===== config.mk =====
export PLATFORM = sky130hd
export DESIGN_NAME = morse_code_decoder
export DESIGN_NICKNAME = d
export VERILOG_FILES = /design/src/rtl/morse_code_decoder.sv
export SDC_FILE = /design/constraint.sdc
export NUM_CORES = 1
export LEC_CHECK = 0
export CORE_UTILIZATION = 38
export CTS_BUF_LIST = sky130_fd_sc_hd__clkbuf_16
export DETAILED_ROUTE_END_ITERATION = 12
export SETUP_SLACK_MARGIN = 0.02
export SYNTH_ARGS = -nofsm -noshare
export SYNTH_HDL_FRONTEND = slang
export SYNTH_SLANG_ARGS = --single-unit

===== constraint.sdc =====
create_clock -name Clock -period 4.05 [get_ports Clock]
set_input_delay 0.405 -clock Clock [delete_from_list [all_inputs] [get_ports Clock]]
set_output_delay 0.405 -clock Clock [all_outputs]
set_load 0.02 [all_outputs]

===== src/rtl/morse_code_decoder.sv =====
// Morse receive decoder: samples a synchronised mark/space line once per unit at
// mid-unit and recovers the A-H letter index, with valid/error strobes.
module morse_code_decoder #(
  parameter int unsigned UNIT_COUNT = 25_000_000,
  parameter int unsigned CNT_W      = 32
) (
  input  logic       Clock,
  input  logic       Reset,
  input  logic       morseBit,
  output logic [2:0] letterOut,
  output logic       letterValid,
  output logic       errorFlag
);

  typedef enum logic [2:0] {IDLE, MARK, SPACE, DECODE, ERROR} stateT;

  stateT            state, stateNext;
  logic             syncA, s, sPrev;
  logic [1:0]       primed;
  logic             armed, riseHeld;
  logic [CNT_W-1:0] cnt;
  logic [2:0]       markLen, markNext, spaceLen, spaceNext, symCnt, symCntNext;
  logic [3:0]       sym, symNext;
  logic             rise, go, tick, match;
  logic [2:0]       matchIdx;

  // armed stays low until a genuine low level has passed the synchroniser,
  // so a line already high out of reset cannot start a letter
  assign rise = s & ~sPrev & armed;
  assign go   = rise | riseHeld;
  assign tick = (state != IDLE) && (cnt == '0);

  // symbols shift in MSB-first as 1=dash, 0=dot
  always_comb begin
    match    = 1'b1;
    matchIdx = '0;
    case ({symCnt, sym})
      7'b010_0001: matchIdx = 3'd0;
      7'b100_1000: matchIdx = 3'd1;
      7'b100_1010: matchIdx = 3'd2;
      7'b011_0100: matchIdx = 3'd3;
      7'b001_0000: matchIdx = 3'd4;
      7'b100_0010: matchIdx = 3'd5;
      7'b011_0110: matchIdx = 3'd6;
      7'b100_0000: matchIdx = 3'd7;
      default:     match    = 1'b0;
    endcase
  end

  always_comb begin
    stateNext  = state;
    markNext   = markLen;
    spaceNext  = spaceLen;
    symCntNext = symCnt;
    symNext    = sym;
    case (state)
      IDLE: if (go) begin
        stateNext  = MARK;
        markNext   = '0;
        symCntNext = '0;
        symNext    = '0;
      end
      MARK: if (tick) begin
        if (s) begin
          if (markLen == 3'd3) stateNext = ERROR;
          else                 markNext  = markLen + 3'd1;
        end else if ((markLen != 3'd1 && markLen != 3'd3) || symCnt == 3'd4) begin
          stateNext = ERROR;
        end else begin
          symNext    = {sym[2:0], markLen == 3'd3};
          symCntNext = symCnt + 3'd1;
          spaceNext  = 3'd1;
          stateNext  = SPACE;
        end
      end
      SPACE: if (tick) begin
        if (s) begin
          if (spaceLen == 3'd1) begin
            stateNext = MARK;
            markNext  = 3'd1;
          end else begin
            stateNext = ERROR;
          end
        end else if (spaceLen == 3'd2) begin
          stateNext = DECODE;
        end else begin
          spaceNext = spaceLen + 3'd1;
        end
      end
      DECODE: stateNext = IDLE;
      ERROR: if (tick) begin
        if (s)                      spaceNext = '0;
        else if (spaceLen == 3'd2)  stateNext = IDLE;
        else                        spaceNext = spaceLen + 3'd1;
      end
      default: stateNext = IDLE;
    endcase
    if (stateNext == ERROR && state != ERROR) spaceNext = '0;
  end

  always_ff @(posedge Clock) begin
    if (Reset) begin
      state       <= IDLE;
      syncA       <= 1'b0;
      s           <= 1'b0;
      sPrev       <= 1'b0;
      primed      <= '0;
      armed       <= 1'b0;
      riseHeld    <= 1'b0;
      cnt         <= '0;
      markLen     <= '0;
      spaceLen    <= '0;
      symCnt      <= '0;
      sym         <= '0;
      letterOut   <= '0;
      letterValid <= 1'b0;
      errorFlag   <= 1'b0;
    end else begin
      syncA    <= morseBit;
      s        <= syncA;
      sPrev    <= s;
      primed   <= {primed[0], 1'b1};
      armed    <= armed | (primed[1] & ~s);
      // an edge landing in the DECODE cycle is replayed into IDLE
      riseHeld <= (state == DECODE) & rise;
      if (state == IDLE) begin
        if (go) cnt <= CNT_W'(UNIT_COUNT / 2 - 1);
      end else if (cnt == '0) begin
        cnt <= CNT_W'(UNIT_COUNT - 1);
      end else begin
        cnt <= cnt - 1'b1;
      end
      state       <= stateNext;
      markLen     <= markNext;
      spaceLen    <= spaceNext;
      symCnt      <= symCntNext;
      sym         <= symNext;
      letterValid <= (state == DECODE) & match;
      errorFlag   <= ((state == DECODE) & ~match) | (stateNext == ERROR && state != ERROR);
      if (state == DECODE && match) letterOut <= matchIdx;
    end
  end

endmodule


==> impl_metrics.py, run 1 <==
metrics = {
    "worst_setup_path": {
        "crit_slowest_cell": "or4_2",
        "worstPathCellList": "or4_1, or4b_4, or4_2, and4_1, a41o_1",
        "arrival_ns": 3.08,
        "crit_type": "reg2reg",
        "required_ns": 4.27,
        "critPathLaunchType": "flip-flop",
        "max_stage_delay_ns": 0.72,
        "end_kind": "flip-flop",
        "path_max_fanout": 11,
    },
    "cells_and_area": {
        "most-common-layout-cells": "dfxtp_1 (60), a21oi_1 (35), nor3_1 (25), o21ai_0 (25), nor2_1 (24)",
        "antenna_cells": 0,
        "areaGrowthSynthToFinish_pct": 12.05,
        "finalNetCount": 433,
        "drive_gt1_share_pct": 10.19,
        "final_cell_area_um2": 3885,
        "final_common_cell": "dfxtp_1",
    },
    "placement": {
        "place_hpwl_um": 5855,
        "place.gp.congestion": 0.8487,
        "port_buffers": 7,
        "dpl_cell_area_um2": 3600,
    },
    "power": {
        "power.switching_mw": 0.5481,
        "pwr-share-clk_pct": 41.9,
        "ir_worst_vdd_v": 0.0003250,
        "p_sw_share_pct": 31.14,
        "power_frac_comb_pct": 22.4,
        "p_per_area_nw_per_um2": 453.1,
        "seq_power_share_pct": 35.7,
        "cellLeakagePower_nw": 1.548,
        "internal-power_mw": 1.212,
    },
    "yosys": {
        "synth-main-ff-cell": "dfxtp_1",
        "syn_area_per_cell_um2": 8.294,
        "yosys.area_share.simple_pct": 26.31,
        "ys_seq_elements": 60,
        "muxShareOfSynthArea_pct": 0.5774,
        "synth_top_area_share_pct": 34.64,
        "synth_warnings": 0,
        "syn-instance-count": 418,
        "syn_nets": 434,
        "synthAdderAreaFrac_pct": 4.691,
        "yosys-top-cells-area": "dfxtp_1 (35%), a21oi_1 (5.1%), ha_1 (4.7%)",
        "synth_edf_count": 0,
        "synth_compound_area_share_pct": 27.39,
        "synth_xor_area_share_pct": 0.7578,
        "ys_types": 69,
        "synth_top_area_cell": "dfxtp_1",
        "yosysSeqAreaShare_pct": 34.64,
        "synth_area_um2": 3467,
        "async_reset_ff_share_pct": 0,
        "synth_top_family_by_area": "compound AO/OA/AOI/OAI gates",
    },
    "drt": {
        "ant_nets": 0,
        "dr.first_iter.drc_count": 188,
        "drc": 0,
        "first_pass_iters": 7,
        "wl_per_cell_um": 16.73,
        "routed_via_density": 6.087,
        "vias": 3226,
        "wl_um": 8869,
    },
    "sta": {
        "rsz0062_at_grt": "false",
        "max_slew_margin_pct": 49.14,
        "setup_viol_count_final": 0,
        "whs_ns": 0.4355,
        "hold_violations": 0,
        "max_freq_mhz": 349.2,
        "setup_total_negative_slack_ns": 0,
        "period_minus_slack_ns": 2.864,
        "finalCritPeriodShare_pct": 70.72,
        "skew_ns": 0.006383,
        "final_max_slew_viol_count": 0,
        "tightest_slew_ns": 0.7612,
    },
    "global_routing": {
        "grt_pass1_wl_um": 14920,
        "grt.total_usage_pct": 19.39,
        "antenna_found_initial": 0,
        "grt_pass1_vias": 3001,
        "grt_max_degree": 49,
        "grt-ovfl-total": 0,
    },
    "clock_tree": {
        "cts_tree": "built",
        "clkLatencyLatePin_ns": 0.33,
        "htreeDepth": 3,
        "cts_root_buf": "clkbuf_16",
        "post-cts-setup-buffers": 0,
        "cts-buffers-inserted": 9,
        "ctsHoldBuffers": 0,
        "cts.path.max_buffers": 2,
        "clock_sinks": 60,
        "clk_pin_slew_worst_paths_ns": 0.05,
        "cts_resized": 0,
    },
    "run_status": {
        "outcome": "completed",
    },
    "floorplan": {
        "core_area_um2": 8763,
        "placementRows": 34,
        "die_w_um": 97.52,
        "die_h_um": 97.52,
        "io_pins": 8,
        "die_area_um2": 9510,
        "initial_core_util_pct": 39.56,
    },
    "hold_path": {
        "hold_path_class": "reg2reg",
    },
    "flow_run": {
        "cap_violations": 0,
    },
}
==> registers in the layout (all words and copies together) (netlist names) <==
name	cells
armed	1
cnt	32
errorFlag	1
letterOut	3
letterValid	1
markLen	3
primed	2
riseHeld	1
s	1
sPrev	1
spaceLen	3
state	3
sym	4
symCnt	3
syncA	1
==> cells by family (layout without fill, tap and decap cells) <==
group	Yosys count	after routing
AO/OA/AOI/OAI	139	139
buffers and inverters	44	48
AND/OR/NAND/NOR	157	157
XOR/XNOR	3	3
adder cells (fa/ha/maj)	13	13
multiplexers	2	2
flip-flops	60	60
==> synth_stat cells (all sizes together) (9+ instances only) <==
cell type / count
dfxtp: 60
a21oi: 35
o21ai: 26
nor3: 25
nor2: 24
nand2: 22
clkbuf: 20
inv: 16
nor4: 14
ha: 13
or4: 12
a211o: 9
or3: 9
==> routing by layer <==
layer / vias to the layer above / wire, µm / track usage, %
met1: 1532 / 4074 / 25.91
met3: 10 / 523 / 4.964
met5: - / 0 / 0
met2: 82 / 4199 / 30.98
met4: 0 / 71 / 5.090
li1: 1602 / - / -
==> power by group through the flow <==
| stage | registers, mW | logic, mW | clock network (mW) |
|---|---|---|---|
| 4_1_cts | 0.627 | 0.393 | 0.752 |
| 5_1_grt | 0.630 | 0.441 | 0.778 |
| 6_report | 0.628 | 0.394 | 0.738 |
| 3_3_place_gp | 0.639 | 0.385 | 0 |
| 2_1_floorplan | 0.634 | 0.313 | 0 |
| 3_5_place_dp | 0.640 | 0.391 | 0 |
==> metrics by stage <==
step / cells / util [%] / setup slack [ns] / total power [mW]
2_1_floorplan: 418 / - / 1.335 / 0.9470
3_3_place_gp: 514 / 41.08 / 1.249 / 1.023
3_5_place_dp: 514 / 41.08 / 1.197 / 1.030
4_1_cts: 530 / 44.33 / 1.193 / 1.772
5_1_grt: 530 / 44.33 / 1.012 / 1.849
6_report: 530 / 44.33 / 1.186 / 1.760
==> critical path, delay by kind of cell, from the launching register on <==
family	cells	cell delay, ns
simple gates	4	2.23
flops	1	0.34
compound gates	1	0.19
==> final timing paths <==
path	start	to	slack (ns)	cells past startpoint
worst max-delay path	cnt[18]	sym[3]	1.19	5
worst min-delay path	primed[0]	primed[1]	0.44	1
worst max register to register	cnt[18]	sym[3]	1.19	5
worst min register to register	primed[0]	primed[1]	0.44	1
==> final cells by class <==
class | instances | area (µm²)
clock buffers | 9 | 225.2
repair buffers | 16 | 132.6
flip-flops and latches | 60 | 1201
clock inverters | 7 | 60.06
fillers | 892 | 4878
inverters | 16 | 60.06
well taps | 108 | 135.1
multi-input cells | 314 | 2071
No activity file was read; power rests on OpenSTA's default activity.
==> inputs of run 2 (changes only) <==
==> constraint.sdc (replaced) <==
create_clock -name Clock -period 2.95 [get_ports Clock]
set_input_delay 0.295 -clock Clock [delete_from_list [all_inputs] [get_ports Clock]]
set_output_delay 0.295 -clock Clock [all_outputs]
set_load 0.02 [all_outputs]
==> run 2 against run 1 <==
Against the previous run: clock-buffer cell count stayed put; setup slack lost 0.99 ns; combinational power is 47% higher; total power is 34% higher; critical path depth unchanged; sequential share of layout area down 0.21 points; first-iteration DRC count fell by 14%; critical endpoint is now sym[1].
==> impl_metrics.py, run 2 (synthesis results as in run 1) <==
metrics = {
    "worst_setup_path": {
        "crit_type": "reg2reg",
        "rr_startpoint": "cnt[18]",
        "critPathLaunchType": "flip-flop",
        "crit_slowest_cell": "or4_2",
        "end_kind": "flip-flop",
        "arrival_ns": 2.97,
        "max_stage_delay_ns": 0.72,
        "required_ns": 3.16,
        "worstPathCellList": "or4_1, or4b_4, or4_2, and4_1, a41o_1",
        "path_max_fanout": 11,
        "rr_worst_depth": 5,
        "startpoint": "cnt[18]",
    },
    "global_routing": {
        "grt-ovfl-total": 0,
        "antenna_found_initial": 0,
        "grt_pass1_vias": 3205,
        "grt_max_degree": 48,
        "grt_pass1_wl_um": 15300,
        "grt.total_usage_pct": 19.70,
    },
    "power": {
        "cellLeakagePower_nw": 1.563,
        "internal-power_mw": 1.603,
        "power.switching_mw": 0.7553,
        "power_frac_comb_pct": 24.6,
        "p_per_area_nw_per_um2": 603.0,
        "ir_worst_vdd_v": 0.0003199,
        "pwr-share-clk_pct": 38.9,
        "p_sw_share_pct": 32.02,
        "seq_power_share_pct": 36.5,
    },
    "cells_and_area": {
        "fin_util_pct": 44.63,
        "drive_gt1_share_pct": 11.68,
        "top_register": "cnt",
        "largestRegisters": "cnt x32, sym x4",
        "finalNetCount": 440,
        "areaGrowthSynthToFinish_pct": 12.81,
        "largest_reg_flops": 32,
        "final_common_cell": "dfxtp_1",
        "fill_cells": 869,
        "most-common-layout-cells": "dfxtp_1 (60), a21oi_1 (35), nor3_1 (25), o21ai_0 (25), nor2_1 (24)",
        "antenna_cells": 0,
    },
    "sta": {
        "setup_viol_count_final": 0,
        "period_minus_slack_ns": 2.757,
        "max_freq_mhz": 362.7,
        "skew_ns": 0.006428,
        "finalCritPeriodShare_pct": 93.46,
        "max_slew_margin_pct": 48.76,
        "final_max_slew_viol_count": 0,
        "tightest_slew_ns": 0.7635,
        "setup_total_negative_slack_ns": 0,
        "hold_violations": 0,
        "rsz0062_at_grt": "false",
    },
    "clock_tree": {
        "ctsHoldBuffers": 0,
        "cts_tree": "built",
        "clkLatencyLatePin_ns": 0.33,
        "htreeDepth": 3,
        "cts-buffers-inserted": 9,
        "cts_root_buf": "clkbuf_16",
        "post-cts-setup-buffers": 0,
        "cts.path.max_buffers": 2,
        "cts_resized": 0,
        "clock_sinks": 60,
        "clk_pin_slew_worst_paths_ns": 0.05,
    },
    "floorplan": {
        "core_area_um2": 8763,
        "die_w_um": 97.52,
        "io_pins": 8,
        "placementRows": 34,
        "initial_core_util_pct": 39.56,
        "die_h_um": 97.52,
        "die_area_um2": 9510,
    },
    "drt": {
        "first_pass_iters": 5,
        "dr.first_iter.drc_count": 161,
        "routed_via_density": 6.116,
        "ant_nets": 0,
        "drc": 0,
        "wl_um": 8921,
        "wl_per_cell_um": 16.64,
        "vias": 3278,
    },
    "placement": {
        "port_buffers": 7,
        "place_hpwl_um": 6040,
        "place.gp.congestion": 0.8590,
    },
    "hold_path": {
        "min_from": "Reset",
        "whs_path_depth": 2,
        "hold_path_class": "in2reg",
    },
    "flow_run": {
        "cap_violations": 0,
    },
    "run_status": {
        "outcome": "completed",
    },
}
-- run 2: changes by cell type in the layout (fill, tap and decap cells not counted) --
| cell | delta |
|---|---|
| inv_1 | -1 |
| buf_4 | +7 |
| bufinv_16 | -1 |
| clkinvlp_4 | +1 |
-- run 2: final cells by class --
cell class	count	area, µm²	share of cell area [%]
Clock buffer	9	225.2	5.758
Multi-Input combinational cell	314	2071	52.94
Timing Repair Buffer	23	185.2	4.734
Inverter	16	60.06	1.536
Sequential cell	60	1201	30.71
Tap cell	108	135.1	3.455
Clock inverter	6	33.78	0.8637
-- run 2: critical path, delay by kind of cell (launching register included) --
kind            cells  cell delay, ns
simple gates        4            2.11
flops               1            0.34
compound gates      1            0.19
-- run 2: final timing paths --
check | end | slack (ns)
worst min-delay path | primed[0] | 0.42
worst max register to register | sym[1] | 0.19
worst min register to register | s | 0.43
worst max-delay path | sym[1] | 0.19
-- run 2: stage by stage --
step	instance area [µm²]	setup slack (ns)	hold slack [ns]	total power, mW	instances
floorplan	3467	0.2352	0.4138	1.300	418
global placement	3652	0.2246	0.4169	1.440	521
detailed placement	3652	0.2005	0.4274	1.446	521
CTS	3911	0.1899	0.4141	2.366	536
global route	3911	0.08822	0.4605	2.472	536
finish	3911	0.1930	0.4156	2.358	536
-- run 2: per-layer routing --
layer  track usage (%)  vias to the layer above  wire length [µm]
met2             33.24                       75              4294
met3             4.964                       11               520
li1                  -                     1612                 -
met5                 0                        -                 0
met1             24.79                     1580              4009
met4             5.543                        0                95
-- run 2: power groups by stage --
stage / registers, mW / logic [mW] / clock network (mW)
after global routing: 0.865 / 0.638 / 0.969
final: 0.861 / 0.580 / 0.917
after detailed placement: 0.878 / 0.568 / 0
after CTS: 0.861 / 0.572 / 0.932
after global placement: 0.876 / 0.564 / 0
after floorplan: 0.870 / 0.430 / 0
==> inputs of run 3 (changes only) <==
--- a/config.mk
+++ b/config.mk
@@ -5,9 +5,12 @@
 export SDC_FILE = /design/constraint.sdc
 export NUM_CORES = 1
 export LEC_CHECK = 0
+export CELL_PAD_IN_SITES_DETAIL_PLACEMENT = 0
+export CELL_PAD_IN_SITES_GLOBAL_PLACEMENT = 1
 export CORE_UTILIZATION = 38
 export CTS_BUF_LIST = sky130_fd_sc_hd__clkbuf_16
 export DETAILED_ROUTE_END_ITERATION = 12
+export PLACE_DENSITY = 0.74
 export SETUP_SLACK_MARGIN = 0.02
 export SYNTH_ARGS = -nofsm -noshare
 export SYNTH_HDL_FRONTEND = slang
==> run 3 against run 2 <==
Against the previous run: setup slack worse by 0.030 ns; register-to-register slack worse by 0.03 ns; highest routed layer unchanged; wire length is 1.8% higher; fmax down 1.1%; critical path depth did not move; sequential share of layout area barely moved; final cell count increased by 0.19%; flip-flop and latch count unchanged; largest power group unchanged; non-clock buffer count up 1; clock power is 2.3% lower; utilization about the same.
==> impl_metrics.py, run 3 (synthesis results as in run 1) <==
metrics = {
    "global_routing": {
        "grt.total_usage_pct": 19.37,
        "grt_max_degree": 26,
        "grt-ovfl-total": 0,
        "grt_pass1_vias": 3041,
        "antenna_found_initial": 0,
        "grt_pass1_wl_um": 14870,
    },
    "sta": {
        "setup_total_negative_slack_ns": 0,
        "tightest_slew_ns": 0.7957,
        "period_minus_slack_ns": 2.787,
        "skew_ns": 0.005780,
        "timing.final.ws_setup_ns": 0.1633,
        "final_max_slew_viol_count": 0,
        "setup_viol_count_final": 0,
        "finalCritPeriodShare_pct": 94.46,
        "max_freq_mhz": 358.8,
        "max_slew_margin_pct": 46.60,
        "rsz0062_at_grt": "false",
        "hold_violations": 0,
    },
    "drt": {
        "ant_nets": 0,
        "drc": 0,
        "first_pass_iters": 4,
        "dr.first_iter.drc_count": 149,
        "vias": 3261,
        "wl_um": 9079,
        "routed_via_density": 6.073,
        "wl_per_cell_um": 16.91,
    },
    "floorplan": {
        "io_pins": 8,
        "die_area_um2": 9510,
        "die_w_um": 97.52,
        "placementRows": 34,
        "core_area_um2": 8763,
        "initial_core_util_pct": 39.56,
        "die_h_um": 97.52,
    },
    "placement": {
        "dpl_cell_area_um2": 3660,
        "place.gp.congestion": 0.7815,
        "port_buffers": 7,
        "place_hpwl_um": 6175,
        "place_ws_ns": 0.1836,
    },
    "clock_tree": {
        "ctsHoldBuffers": 0,
        "cts_resized": 0,
        "htreeDepth": 3,
        "clkLatencyLatePin_ns": 0.32,
        "cts.path.max_buffers": 2,
        "post-cts-setup-buffers": 0,
        "cts_root_buf": "clkbuf_16",
        "clk_pin_slew_worst_paths_ns": 0.05,
        "cts_tree": "built",
        "cts-buffers-inserted": 9,
        "clock_sinks": 60,
    },
    "worst_setup_path": {
        "max_stage_delay_ns": 0.73,
        "critPathLaunchType": "flip-flop",
        "required_ns": 3.16,
        "end_kind": "flip-flop",
        "crit_type": "reg2reg",
        "worstPathCellList": "or4_1, or4b_4, or4_2, and4_1, a41o_1",
        "arrival_ns": 3.00,
        "path_max_fanout": 11,
        "crit_slowest_cell": "or4_2",
    },
    "cells_and_area": {
        "antenna_cells": 0,
        "areaGrowthSynthToFinish_pct": 12.78,
        "largestRegisters": "cnt x32, sym x4",
        "final_cell_area_um2": 3910,
        "final_common_cell": "dfxtp_1",
        "top_register": "cnt",
        "fill_cells": 866,
        "most-common-layout-cells": "dfxtp_1 (60), a21oi_1 (35), nor3_1 (25), o21ai_0 (25), nor2_1 (24)",
        "finalNetCount": 441,
        "largest_reg_flops": 32,
        "drive_gt1_share_pct": 11.19,
    },
    "power": {
        "p_per_area_nw_per_um2": 595.7,
        "cellLeakagePower_nw": 1.571,
        "ir_worst_vdd_v": 0.0004092,
    },
    "flow_run": {
        "cap_violations": 0,
    },
    "hold_path": {
        "hold_path_class": "in2reg",
    },
    "run_status": {
        "outcome": "completed",
    },
}
==> run 3: changes by cell type in the layout (fill, tap and decap cells not counted), sizes merged <==
cell,previous run,this run
buf,17,18
clkinvlp,2,0
clkinv,3,4
inv,17,18
==> run 3: report_power, final <==
group	leakage, nW	internal [mW]	switching [mW]
registers	0.486	0.836	0.0259
logic	0.952	0.206	0.365
clock network	0.133	0.547	0.349
==> run 3: worst max-delay path: cells and delay by family (launching register included) <==
| kind | cells | cell delay (ns) |
|---|---|---|
| and+or+nand+nor | 4 | 2.14 |
| DFF | 1 | 0.34 |
| AOI/OAI and AO/OA | 1 | 0.19 |
==> run 3: final timing paths <==
path | start | end | slack [ns] | cells after the start
worst min register to register | syncA | s | 0.44 | 1
worst min-delay path | Reset | sPrev | 0.42 | 2
worst max-delay path | cnt[23] | sym[2] | 0.16 | 5
worst max register to register | cnt[23] | sym[2] | 0.16 | 5
==> run 3: metrics by stage <==
stage	std cells	utilization, %	hold WS [ns]	total power [mW]
after detailed placement	522	41.76	0.4283	1.441
after floorplan	418	-	0.4138	1.300
after CTS	537	44.62	0.4259	2.350
after global placement	522	41.76	0.4247	1.436
final	537	44.62	0.4243	2.329
after global routing	537	44.62	0.4203	2.440
==> run 3: final cells by class <==
type / instances / area (µm²) / share of cell area [%]
multi-input combinational: 314 / 2071 / 52.96
sequential: 60 / 1201 / 30.72
clock buffer: 9 / 225.2 / 5.760
timing repair buffer: 24 / 192.7 / 4.928
tap: 108 / 135.1 / 3.456
inverter: 16 / 60.06 / 1.536
clock inverter: 6 / 25.02 / 0.6400
==> run 3: routing by layer <==
layer  vias to the layer above  global-route usage [%]  wire length [µm]
li1                       1613                       -                 -
met1                      1546                   24.70              4208
met2                        86                   31.95              4281
met3                        16                   4.101               452
met4                         0                   7.353               137
met5                         -                       0                 0
